===== config.mk =====
export PLATFORM = sky130hd
export DESIGN_NAME = sub_seq_ctrl
export DESIGN_NICKNAME = d
export VERILOG_FILES = /design/src/rtl/sub_seq_pkg.sv /design/src/rtl/sub_seq_ctrl.sv
export SDC_FILE = /design/constraint.sdc
export NUM_CORES = 1
export LEC_CHECK = 0
export BUFFER_PORTS_ARGS = -buffer_cell sky130_fd_sc_hd__buf_2
export CAP_MARGIN = 10
export CORE_AREA = 8 8 92 73
export DETAILED_ROUTE_END_ITERATION = 8
export DIE_AREA = 0 0 100 81
export PLACE_DENSITY = 0.77
export REMOVE_ABC_BUFFERS = 1
export SLEW_MARGIN = 15
export SYNTH_ARGS = -nofsm -noshare
export SYNTH_HDL_FRONTEND = slang
export SYNTH_SLANG_ARGS = --single-unit

===== constraint.sdc =====
create_clock -name CLOCK_50 -period 3.6 [get_ports CLOCK_50]
set_clock_uncertainty 0.2 [all_clocks]
set_input_delay 0.54 -clock CLOCK_50 [delete_from_list [all_inputs] [get_ports CLOCK_50]]
set_output_delay 0.54 -clock CLOCK_50 [all_outputs]
set_load 0.05 [all_outputs]

===== src/rtl/sub_seq_pkg.sv =====
// sub_seq_pkg: shared state encoding and nibble constants for the serial subtractor controller
package sub_seq_pkg;

    typedef enum logic [1:0] {IDLE, SUB, NEG, DONE} state_t;

    localparam int NIBBLE_W    = 4;
    localparam int MAX_NIBBLES = 4;

endpackage


===== src/rtl/sub_seq_ctrl.sv =====
// sub_seq_ctrl: nibble-serial A-B through an external 4-bit subtractor; SUB_SIGNMAG_EN adds a sign/magnitude pass
module sub_seq_ctrl
    import sub_seq_pkg::*;
#(
    parameter int NIBBLES = 2
) (
    input  logic                          CLOCK_50,
    input  logic                          RESET_N,
    input  logic                          req,
    input  logic [NIBBLE_W*NIBBLES-1:0]   op_a,
    input  logic [NIBBLE_W*NIBBLES-1:0]   op_b,
    output logic                          busy,
    output logic                          done,
    output logic [NIBBLE_W*NIBBLES-1:0]   result,
    output logic                          neg,
    output logic [NIBBLE_W-1:0]           sub_x,
    output logic [NIBBLE_W-1:0]           sub_y,
    output logic                          sub_bin,
    input  logic [NIBBLE_W-1:0]           sub_diff,
    input  logic                          sub_bout
);

    localparam logic [1:0] K_LAST = 2'(NIBBLES - 1);

    typedef logic [NIBBLE_W-1:0] nib_t;

    state_t state;
    logic [1:0] k;
    logic brw;
    logic sign;
    nib_t a   [MAX_NIBBLES];
    nib_t b   [MAX_NIBBLES];
    nib_t acc [MAX_NIBBLES];
    logic [NIBBLE_W*NIBBLES-1:0] acc_flat;

    // reassemble the nibble accumulator into the result word
    always_comb begin
        acc_flat = '0;
        for (int i = 0; i < NIBBLES; i++)
            acc_flat[i*NIBBLE_W +: NIBBLE_W] = acc[i];
    end

    // subtractor operands: minuend/subtrahend in SUB, 0-acc in NEG, idle zeros otherwise
    always_comb begin
        sub_x   = (state == SUB) ? a[k] : '0;
        sub_y   = (state == SUB) ? b[k] : (state == NEG) ? acc[k] : '0;
        sub_bin = (state == SUB || state == NEG) && brw;
    end

    // sequencer: one nibble per clock, borrow carried in brw, outputs registered
    always_ff @(posedge CLOCK_50 or negedge RESET_N) begin
        if (!RESET_N) begin
            state  <= IDLE;
            k      <= '0;
            brw    <= 1'b0;
            sign   <= 1'b0;
            busy   <= 1'b0;
            done   <= 1'b0;
            result <= '0;
            neg    <= 1'b0;
            a      <= '{default: '0};
            b      <= '{default: '0};
            acc    <= '{default: '0};
        end else begin
            done <= 1'b0;
            case (state)
                IDLE: if (req) begin
                    for (int i = 0; i < NIBBLES; i++) begin
                        a[i] <= op_a[i*NIBBLE_W +: NIBBLE_W];
                        b[i] <= op_b[i*NIBBLE_W +: NIBBLE_W];
                    end
                    k     <= '0;
                    brw   <= 1'b0;
                    sign  <= 1'b0;
                    busy  <= 1'b1;
                    state <= SUB;
                end
                SUB: begin
                    acc[k] <= sub_diff;
                    brw    <= sub_bout;
                    k      <= k + 2'd1;
                    if (k == K_LAST) begin
                        sign <= sub_bout;
                        k    <= '0;
                        brw  <= 1'b0;
`ifdef SUB_SIGNMAG_EN
                        busy  <= sub_bout;
                        state <= sub_bout ? NEG : DONE;
`else
                        busy  <= 1'b0;
                        state <= DONE;
`endif
                    end
                end
`ifdef SUB_SIGNMAG_EN
                NEG: begin
                    acc[k] <= sub_diff;
                    brw    <= sub_bout;
                    k      <= k + 2'd1;
                    if (k == K_LAST) begin
                        k     <= '0;
                        brw   <= 1'b0;
                        busy  <= 1'b0;
                        state <= DONE;
                    end
                end
`endif
                DONE: begin
                    result <= acc_flat;
                    neg    <= sign;
                    done   <= 1'b1;
                    state  <= IDLE;
                end
                default: state <= IDLE;
            endcase
        end
    end

endmodule


# ---- After elaboration in Yosys (flattened, before gate mapping)
# Index checks and enable logic that the tools add are counted.
# Widths: inputs -> output; s select.
dict set report word_totals {
  register_bits 49
  inputBits 24
  out_inout_bits 20
  elab_cells 65
}
dict set report op_classes {
  add_sub_neg 1
  n_lt_le_gt_ge 2
  eq_ne 6
  mux 30
  n_bitwise 1
  n_reduce_logical 9
}
# op count
set ops {}
lappend ops {{$mux 4} 10}
lappend ops {{$bmux 4 s2} 3}
lappend ops {{$bwmux 16} 1}
lappend ops {{$demux 4 s2} 1}
lappend ops {{$mux 2} 4}
lappend ops {{$pmux 2 s2} 2}
lappend ops {{$mux 1} 6}
lappend ops {{$pmux 1 s2} 3}
lappend ops {{$reduce_and 2->1} 3}
lappend ops {{$eq 2x1->1 const B} 2}
lappend ops {{$eq 2x2->1 const B} 2}
lappend ops {{$ge 3x3->1 const B} 1}
lappend ops {{$lt 3x1->1 const B} 1}
lappend ops {{$not 2->3} 1}
lappend ops {{$reduce_and 3->1} 1}
lappend ops {{$add 2x1->2 const B} 1}
lappend ops {{$logic_and 1x1->1} 2}
lappend ops {{$logic_not 2->1} 1}
lappend ops {{$ne 2x1->1 const B} 1}
lappend ops {{$ne 2x2->1 const B} 1}
lappend ops {{$reduce_bool 2->1} 1}
lappend ops {{$logic_or 1x1->1} 1}

# ---- Longest topological paths before layout
# Gate-level depths: netlist of the first run.
dict set report logic_depth {
  depth_word 6
  ltp_mapped 6
}

# ---- Worst setup path after synthesis of the first run
# OpenSTA, ideal clock, no wires.
dict set report synth_path {
  kind {reg2out}
  startpoint {reg state[1]}
  endpoint {out sub_y[0]}
  t_arrival_ns 2.108
  required_ns 2.860
  slack_ns 0.752
  stages_incl_launch_ff 6
  path_buffers 1
  cell_sequence {dfrtp_1 inv_1 ha_1 buf_2 nand3b_1 o21ai_0}
}
dict set report synth_between {
  elab_chain_cells 3
  elab_cells_between_ends 4
  cone_classes {eq/ne: 2; mux: 2}
}
# item line_no
set synth_lines {}
lappend synth_lines {{start: declaration} sub_seq_ctrl.sv:27} ;# state_t state;
lappend synth_lines {{start signal: assignment} sub_seq_ctrl.sv:53} ;# state <= IDLE;
lappend synth_lines {{start signal: assignment} sub_seq_ctrl.sv:76} ;# state <= SUB;
lappend synth_lines {{start signal: assignment} sub_seq_ctrl.sv:91} ;# state <= DONE;
lappend synth_lines {{$eq 2x2->1} sub_seq_ctrl.sv:46} ;# sub_y = (state == SUB) ? b[k] : (state == NEG) ? acc[k] : '0;
lappend synth_lines {{$mux 4} sub_seq_ctrl.sv:46}
lappend synth_lines {{$mux 4 *} sub_seq_ctrl.sv:46}
lappend synth_lines {{end: declaration} sub_seq_ctrl.sv:17} ;# output logic [NIBBLE_W-1:0] sub_y,
# Mark *: on every way between the ends. The rest lies on a longest branch, timed or not.

# ---- Worst setup path in the final report of the first run
dict set report layout_path {
  startpoint {reg state[1]}
  endpoint {out sub_x[2]}
}
dict set report layout_between {
  elab_chain_cells 2
}
# item line_no
set layout_lines {}
lappend layout_lines {{$eq 2x1->1} sub_seq_ctrl.sv:45} ;# sub_x = (state == SUB) ? a[k] : '0;
lappend layout_lines {{$mux 4} sub_seq_ctrl.sv:45}
lappend layout_lines {{end: declaration} sub_seq_ctrl.sv:16} ;# output logic [NIBBLE_W-1:0] sub_x,
# Every way passes these cells.

==> results of run 1 <==
[cell families (layout without fill, tap and decap cells)]
| kind of cell | after synthesis | after routing | share of synthesized area, % |
|---|---|---|---|
| adder cells (fa/ha/maj) | 5 | 5 | 2.72 |
| AND/OR/NAND/NOR | 25 | 25 | 6.30 |
| AO/OA/AOI/OAI | 24 | 24 | 7.50 |
| flip-flops | 49 | 49 | 53.2 |
| buffers and inverters | 13 | 55 | 3.53 |
| multiplexers | 54 | 54 | 26.3 |
| XOR/XNOR | 1 | 1 | 0.380 |
[worst max path at each step]
| stage | endpoint | slack [ns] |
|---|---|---|
| after floorplan | sub_y[0] | 0.79 |
| after global routing | sub_x[0] | 0.07 |
| after detailed placement | sub_x[1] | 0.68 |
| after CTS | sub_x[1] | 0.32 |
| final | sub_x[2] | 0.33 |
| after global placement | sub_x[0] | 0.80 |
[cells in the final DEF, fill, tap and decap left out]
master	Yosys	layout
a21o_1	2	2
a21oi_1	3	3
a22o_1	5	5
a2bb2oi_1	1	1
a31oi_1	1	1
and2_1	2	2
buf_2	4	42
buf_4	3	2
bufinv_16	0	1
clkbuf_1	0	1
clkbuf_8	0	6
dfrtp_1	49	49
ha_1	5	5
inv_1	3	3
mux2_2	37	37
mux2_4	4	4
mux2i_1	13	13
nand2_1	4	4
nand2_2	1	1
nand2b_1	3	3
nand3_1	2	2
nand3b_1	1	1
nand4_1	2	2
nand4b_1	1	1
nor2_1	3	3
nor2b_1	4	4
nor2b_2	1	1
o211ai_1	1	1
o21a_1	1	1
o21ai_0	5	5
o22a_1	4	4
o31a_1	1	1
or3b_1	1	1
xor2_1	1	1
[worst max-delay path, cell delays in order, from the launching register on]
cell and delay (ns):
dfrtp_1 0.41, inv_1 0.13, ha_1 0.42, nor2b_1 0.25, nor2b_1 0.36, buf_4 0.23
a22o_1 0.15, buf_2 0.26
[final cells by class]
class | count | area share [%]
clock buffer | 7 | 3.23
clock inverter | 1 | 1.13
inverter | 3 | 0.422
multi-input combinational | 109 | 37.3
sequential | 49 | 45.9
tap | 75 | 3.52
timing repair buffer | 44 | 8.44
[cell usage after synthesis, types with 2 or more instances]
| cell type | n |
|---|---|
| nor2_1 | 3 |
| dfrtp_1 | 49 |
| nand3_1 | 2 |
| buf_6 | 2 |
| o22a_1 | 4 |
| inv_1 | 3 |
| a22o_1 | 5 |
| mux2_2 | 37 |
| o21ai_0 | 5 |
| and2_1 | 2 |
| mux2_4 | 4 |
| nor2b_1 | 4 |
| nand4_1 | 2 |
| mux2i_1 | 13 |
| buf_4 | 3 |
| buf_2 | 4 |
| nand2_1 | 4 |
| a21o_1 | 2 |
| a21oi_1 | 3 |
| nand2b_1 | 3 |
| ha_1 | 5 |
[registers in the layout, summed over array words and instances (netlist names)]
name and cells:
busy 1, neg 1, sign 1, brw 1, k 2, b 8, state 2, acc 16
done 1, a 8, result 8
[stage by stage]
step | setup WS [ns] | instances | instance area [sq um]
after floorplan | 0.790 | 161 | 2230
after detailed placement | 0.676 | 280 | 2550
after CTS | 0.319 | 288 | 2670
after global routing | 0.0711 | 288 | 2670
after global placement | 0.801 | 280 | 2550
final | 0.335 | 288 | 2670
[where the power goes]
group,internal [uW],switching (uW),total [uW]
Clock,227,183,410
Combinational,505,822,1330
Sequential,782,152,933
[layer usage]
layer	track usage, %	up-vias	routed length (um)	share of wire, %
li1	-	691	-	-
met1	16.0	736	2220	48
met2	17.5	36	1990	43
met3	5.98	7	359	7.8
met4	2.71	0	38	0.83
met5	0	-	0	0
==> flow_summary.ini, run 1 <==
[run]
maxCapViolCount = 0

[synth]
synth_area_per_cell_sq_um = 13.5
yosysUniqueCellTypes = 33
synth.top_cells.by_area = dfrtp_1, mux2_2, mux2i_1
ys_ff_latch = 49
synthArstFlopShare_pct = 100
synth_flop_cell = dfrtp_1
synth_enable_flop_cells = 0
yosys_warnings = 16
yosysSeqAreaShare_pct = 53.2
postSynthCellCount = 171
yosysTopAreaCell = dfrtp_1
syn-cell-area_sq_um = 2300
synth_top_area_share_pct = 53.2

[critical_path]
r2r_cells = 6
rrSetupSlack_ns = 1.16
crit_required_ns = 2.86
rr_endpoint = acc[13]$_DFFE_PN0P_
end_kind = primary output
cp_max_fo = 14
path_class = register to primary output
cp.arrival_ns = 2.53
cp-startpoint = state[1]$_DFFE_PN0P_
timing.rr.start = state[1]$_DFFE_PN0P_
cp-start-kind = register

[drt]
num_vias = 1470
wl_per_cell_um = 16.0
drtIter0Drc = 93
wirelength_mm = 4.60
routed_via_density = 5.10
drtAntennaViolNets = 0
first_pass_iters = 4
drcViolationCount = 0

[die]
die_x_um = 100
core_sq_um = 5240
ioPinCount = 44
die_height_um = 81
dieArea_sq_um = 8100
initial_core_util_pct = 44.0
rows = 23

[clocking]
htree_num_levels = 2
cts_tree = yes
insertion_delay_ns = 0.31
post_cts_resize_count = 0
path_clk_slew_ns = 0.09
root_buffer = clkbuf_8
cts_buffer_depth = 2
ctsHoldBuffers = 0
post-cts-setup-buffer-count = 0
cts.sink_count = 49
numCtsBuffers = 5

[pwr]
finalPower_uw = 2670
ir_drop_uv = 479
p_leak_uw = 0.00121
cellPowerDensity_nw_per_um2 = 1000

[timing]
slew_violations = 0
whs_ns = 0.0387
setup_viol = 0
fin_crit_ns = 3.27
grt_setup_unrepaired = no
timing.fmax_mhz = 306
relSlewSlack_pct = 54.6
fin_crit_sh_pct = 90.7
fin_setup_tns_ns = 0
tightest_slew_ns = 0.681
hold_viol_final = 0

[place]
io_buffers = 43
place_congestion = 0.762
hpwl_mm = 3.35

[hold_path]
hp-class = input port to async pin

[cells_and_area]
regArea_sq_um = 1230
n_antenna_cell = 0
final_util_pct = 51.0
fillers = 497
nets = 241
drive_above_1_share_pct = 44.1
multi_input_comb_area_sq_um = 996
area_growth_pct = 15.9

[global_route]
grt-ovfl-total = 0
grt_pass1_wl_mm = 7.67
grt_max_degree = 50
antenna_found_initial = 0
grt_pass1_vias = 1547
track_usage_pct = 12.2

[status]
status = finished, final reports clean
Power figures use the tool's default switching activity.
==> inputs of run 2 (changes only) <==
--- a/config.mk
+++ b/config.mk
@@ -5,11 +5,12 @@
 export SDC_FILE = /design/constraint.sdc
 export NUM_CORES = 1
 export LEC_CHECK = 0
+export ABC_AREA = 1
 export BUFFER_PORTS_ARGS = -buffer_cell sky130_fd_sc_hd__buf_2
 export CAP_MARGIN = 10
-export CORE_AREA = 8 8 92 73
+export CORE_AREA = 8 8 91 73
 export DETAILED_ROUTE_END_ITERATION = 8
-export DIE_AREA = 0 0 100 81
+export DIE_AREA = 0 0 99 81
 export PLACE_DENSITY = 0.77
 export REMOVE_ABC_BUFFERS = 1
 export SLEW_MARGIN = 15
==> flow_summary.ini, run 2 <==
[clocking]
cts_buffer_depth = 2
insertion_delay_ns = 0.31
path_clk_slew_ns = 0.10
post_cts_resize_count = 0
root_buffer = clkbuf_8
cts_tree = yes
ctsHoldBuffers = 0
cts.sink_count = 49
post-cts-setup-buffer-count = 0
htree_num_levels = 2
numCtsBuffers = 5

[drt]
drcViolationCount = 0
wl_per_cell_um = 13.7
drtIter0Drc = 100
num_vias = 1813
wirelength_mm = 5.15
drtAntennaViolNets = 0
routed_via_density = 4.83
first_pass_iters = 4

[timing]
grt_setup_unrepaired = no
whs_ns = 0.0260
layout_setup_ws_ns = 0.691
tightest_slew_ns = 0.627
setup_viol = 0
slew_violations = 0
fin_crit_sh_pct = 80.8
fin_setup_tns_ns = 0
timing.fmax_mhz = 344
relSlewSlack_pct = 58.2
hold_viol_final = 0
fin_crit_ns = 2.91

[synth]
yosysSeqAreaShare_pct = 54.6
synthArstFlopShare_pct = 100
synth.top_cells.by_count = nand2_1, dfrtp_1, o21ai_0
yosysUniqueCellTypes = 18
yosysTopAreaCell = dfrtp_1
synth_area_per_cell_sq_um = 8.32
synth.top_cells.by_area = dfrtp_1, nand2_1, o21ai_0
ys_ff_latch = 49
post-synth-top-count-cell = nand2_1
synth_enable_flop_cells = 0
synth_top_area_share_pct = 54.6
syn-cell-area_sq_um = 2250
postSynthCellCount = 270
synth_flop_cell = dfrtp_1
yosys_warnings = 16

[global_route]
grt_pass1_wl_mm = 8.69
grt_pass1_vias = 1784
grt-ovfl-total = 0
grt_max_degree = 50
track_usage_pct = 13.7
antenna_found_initial = 0

[die]
initial_core_util_pct = 43.6
ioPinCount = 44
die_height_um = 81
rows = 23
die_x_um = 99
core_sq_um = 5150
dieArea_sq_um = 8020

[place]
dp_cells = 367
io_buffers = 43
detailedPlace.worstSlack_ns = 1.06
place_congestion = 0.866
hpwl_mm = 3.79

[critical_path]
cp.arrival_ns = 2.17
r2r_cells = 6
path_class = register to primary output
rr_endpoint = b[15]$_DFFE_PN0P_
timing.rr.start = state[0]$_DFFE_PN0P_
cp-startpoint = state[1]$_DFFE_PN0P_
cp-start-kind = register
crit_required_ns = 2.86
rrSetupSlack_ns = 1.49
end_kind = primary output
cp_max_fo = 15

[cells_and_area]
n_antenna_cell = 0
drive_above_1_share_pct = 21.1
final_util_pct = 50.3
fin_cells = 375
mostFrequentLayoutCells = nand2_1, dfrtp_1, buf_2, o21ai_0, nand3_1
nets = 341
area_growth_pct = 15.3
layout_commonest_cell = nand2_1
largest_register_ffs = 16
top_register = acc
fillers = 505

[hold_path]
hp-class = input port to async pin

[run]
maxCapViolCount = 0

[pwr]
ir_drop_uv = 456
cellPowerDensity_nw_per_um2 = 951
p_leak_uw = 0.00145

[status]
status = finished, final reports clean
## run 2: cell types whose count changed after synthesis, moves of 5 or more
cell,change
nand2_1,+131
mux2_2,-28
o21ai_0,+16
mux2i_1,-13
nand3_1,+12
inv_1,+9
a22o_1,-5
## run 2: power breakdown
group,switching (uW),internal (uW)
registers,170,767
clock network,203,142
logic,849,332
total,1220,1240
## run 2: layout make-up
| class | instances | area, sq um | area share (%) |
|---|---|---|---|
| inverter | 16 | 60.1 | 2.32 |
| multi-input combinational | 197 | 913 | 35.3 |
| timing repair buffer | 43 | 218 | 8.41 |
| clock buffer | 5 | 68.8 | 2.66 |
| tap | 62 | 77.6 | 3.00 |
| clock inverter | 3 | 25.0 | 0.967 |
| sequential | 49 | 1230 | 47.4 |
## run 2: kinds of logic (layout without fill, tap and decap cells)
logic type	count (synthesis)	after routing	share of synthesized area, %
compound gates	24	24	5.35
fa+ha+maj	5	5	2.79
buf+inv	24	67	4.73
flops	49	49	54.6
mux	9	9	4.51
simple gates	159	159	28.0
## run 2: worst max-delay path, cell delays in order, from the launching register on
cell,delay [ns]
dfrtp_1,0.41
inv_1,0.12
ha_1,0.55
inv_2,0.12
nor2_4,0.19
nand3_1,0.11
nand2_1,0.08
buf_2,0.26
## run 2: metrics by stage
step,cell area [sq um],total power (uW)
after floorplan,2200,1810
after global placement,2490,2100
after detailed placement,2490,2130
after CTS,2590,2480
after global routing,2590,2660
final,2590,2460
## run 2: how the worst max path moves through the flow
| stage | endpoint | slack (ns) | cells past startpoint |
|---|---|---|---|
| after floorplan | sub_x[0] | 1.32 | 6 |
| after CTS | sub_x[0] | 0.70 | 7 |
| after global routing | sub_x[0] | 0.50 | 7 |
| after detailed placement | sub_x[0] | 1.06 | 7 |
| final | sub_x[0] | 0.69 | 7 |
| after global placement | sub_x[3] | 1.07 | 7 |
## run 2: metal layers
metal  wire, um  track usage (%)  up-vias  share of wire, %
li1           -                -      925                 -
met1       2610             18.9      836                51
met2       2130             18.9       44                41
met3        303             3.93        8               5.9
met4        110             7.94        0               2.1
met5          0                0        -                 0
==> inputs of run 3 (changes only) <==
==> constraint.sdc (replaced) <==
create_clock -name CLOCK_50 -period 3 [get_ports CLOCK_50]
set_clock_uncertainty 0.2 [all_clocks]
set_input_delay 0.45 -clock CLOCK_50 [delete_from_list [all_inputs] [get_ports CLOCK_50]]
set_output_delay 0.45 -clock CLOCK_50 [all_outputs]
set_load 0.05 [all_outputs]
==> flow_summary.ini, run 3 (synthesized netlist as in run 2, its figures left out) <==
[die]
die_height_um = 81
ioPinCount = 44
core_sq_um = 5150
die_x_um = 99
rows = 23
dieArea_sq_um = 8020
initial_core_util_pct = 43.6

[place]
dp_cells = 370
place_congestion = 0.811
hpwl_mm = 3.64
io_buffers = 43

[critical_path]
path_class = register to primary output
crit_required_ns = 2.35
end_kind = primary output
cp.arrival_ns = 1.96
critPathSlowestCell = dfrtp_1
cp_max_fo = 10
cp-start-kind = register
crit_chain = inv_1, ha_1, inv_2, nor2_4, nand3_1, nand2_1, buf_2
slowest_delay_ns = 0.42

[clocking]
insertion_delay_ns = 0.29
post_cts_resize_count = 0
cts_buffer_depth = 2
numCtsBuffers = 5
root_buffer = clkbuf_8
post-cts-setup-buffer-count = 0
htree_num_levels = 2
path_clk_slew_ns = 0.09
ctsHoldBuffers = 0
cts.sink_count = 49
cts_tree = yes

[global_route]
grt_pass1_vias = 1814
grt-ovfl-total = 0
track_usage_pct = 12.9
grt_pass1_wl_mm = 8.45
grt_max_degree = 50
antenna_found_initial = 0

[drt]
routed_via_density = 4.83
drcViolationCount = 0
drtAntennaViolNets = 0
num_vias = 1824
first_pass_iters = 5
wl_per_cell_um = 12.9
wirelength_mm = 4.88
drtIter0Drc = 138

[run]
maxCapViolCount = 0

[cells_and_area]
top_register = acc
fillers = 489
n_antenna_cell = 0
largest_register_ffs = 16
drive_above_1_share_pct = 21.5
nets = 344
area_growth_pct = 17.3
mostFrequentLayoutCells = nand2_1, dfrtp_1, buf_2, o21ai_0, nand3_1
fin_cells = 378
layout_commonest_cell = nand2_1

[pwr]
ir_drop_uv = 608
p_leak_uw = 0.00148
cellPowerDensity_nw_per_um2 = 1150

[timing]
fin_crit_sh_pct = 87.1
whs_ns = -0.0389
timing.fmax_mhz = 383
tightest_slew_ns = 0.606
setup_viol = 0
grt_setup_unrepaired = no
fin_crit_ns = 2.61
hold_viol_final = 49
slew_violations = 0
fin_setup_tns_ns = 0
relSlewSlack_pct = 59.6

[hold_path]
hp-class = input port to async pin

[status]
violations = negative hold slack
status = complete, but fails checks
==> run 3: changes by cell type in the layout (fill, tap and decap cells not counted), sizes merged <==
cell / before / now
bufinv: 0 / 1
buf: 43 / 46
inv: 17 / 15
clkinvlp: 1 / 0
clkbuf: 5 / 7
==> run 3: critical path, delay by kind of cell (launching register included) <==
kind                     cells  cell delay (ns)
buffers and inverters        3             0.49
AND/OR/NAND/NOR              3             0.36
adder cells (fa/ha/maj)      1             0.39
flip-flops                   1             0.42
==> run 3: layer usage <==
layer / part of all wire, % / up-vias / wire [um] / track usage (%)
li1: - / 933 / - / -
met1: 50 / 838 / 2420 / 17.1
met2: 43 / 51 / 2100 / 19.7
met3: 6.4 / 2 / 311 / 4.10
met4: 0.86 / 0 / 42 / 4.12
met5: 0 / - / 0 / 0
==> run 3: report_power, final <==
group          switching [uW]  internal, uW  total, uW
sequential                153           922       1080
clock                     208           272        479
combinational            1060           424       1480
==> run 3: final cells by class <==
class                   count  area [sq um]  area share (%)
repair buffers             46           240            9.12
clock buffers               7          86.3            3.28
multi-input cells         197           913            34.7
clock inverters             1          30.0            1.14
inverters                  16          60.1            2.28
well taps                  62          77.6            2.95
flip-flops and latches     49          1230            46.6
==> run 3: path summary, 6_finish.rpt <==
check	startpoint	end	slack (ns)	cells after the start
min reg2reg	busy$_DFFE_PN0P_	busy$_DFFE_PN0P_	0.28	2
max	state[1]$_DFFE_PN0P_	sub_x[0]	0.39	7
max in group asynchronous	RESET_N	acc[5]$_DFFE_PN0P_	2.23	1
min in group CLOCK_50	op_b[3]	b[15]$_DFFE_PN0P_	0.15	3
min	RESET_N	result[7]$_DFFE_PN0P_	-0.04	1
max reg2reg	state[1]$_DFFE_PN0P_	acc[13]$_DFFE_PN0P_	1.08	7
==> run 3: through the flow <==
stage / worst slack, ns / hold slack (ns) / total power [uW] / util [%] / area, sq um
2_1_floorplan: 0.813 / -0.0456 / 2180 / - / 2200
3_3_place_gp: 0.855 / 0.253 / 2540 / 48.8 / 2510
3_5_place_dp: 0.740 / 0.262 / 2580 / 48.8 / 2510
4_1_cts: 0.399 / 0.139 / 3070 / 51.1 / 2630
5_1_grt: 0.245 / 0.0118 / 3270 / 51.1 / 2630
6_report: 0.387 / -0.0389 / 3040 / 51.1 / 2630
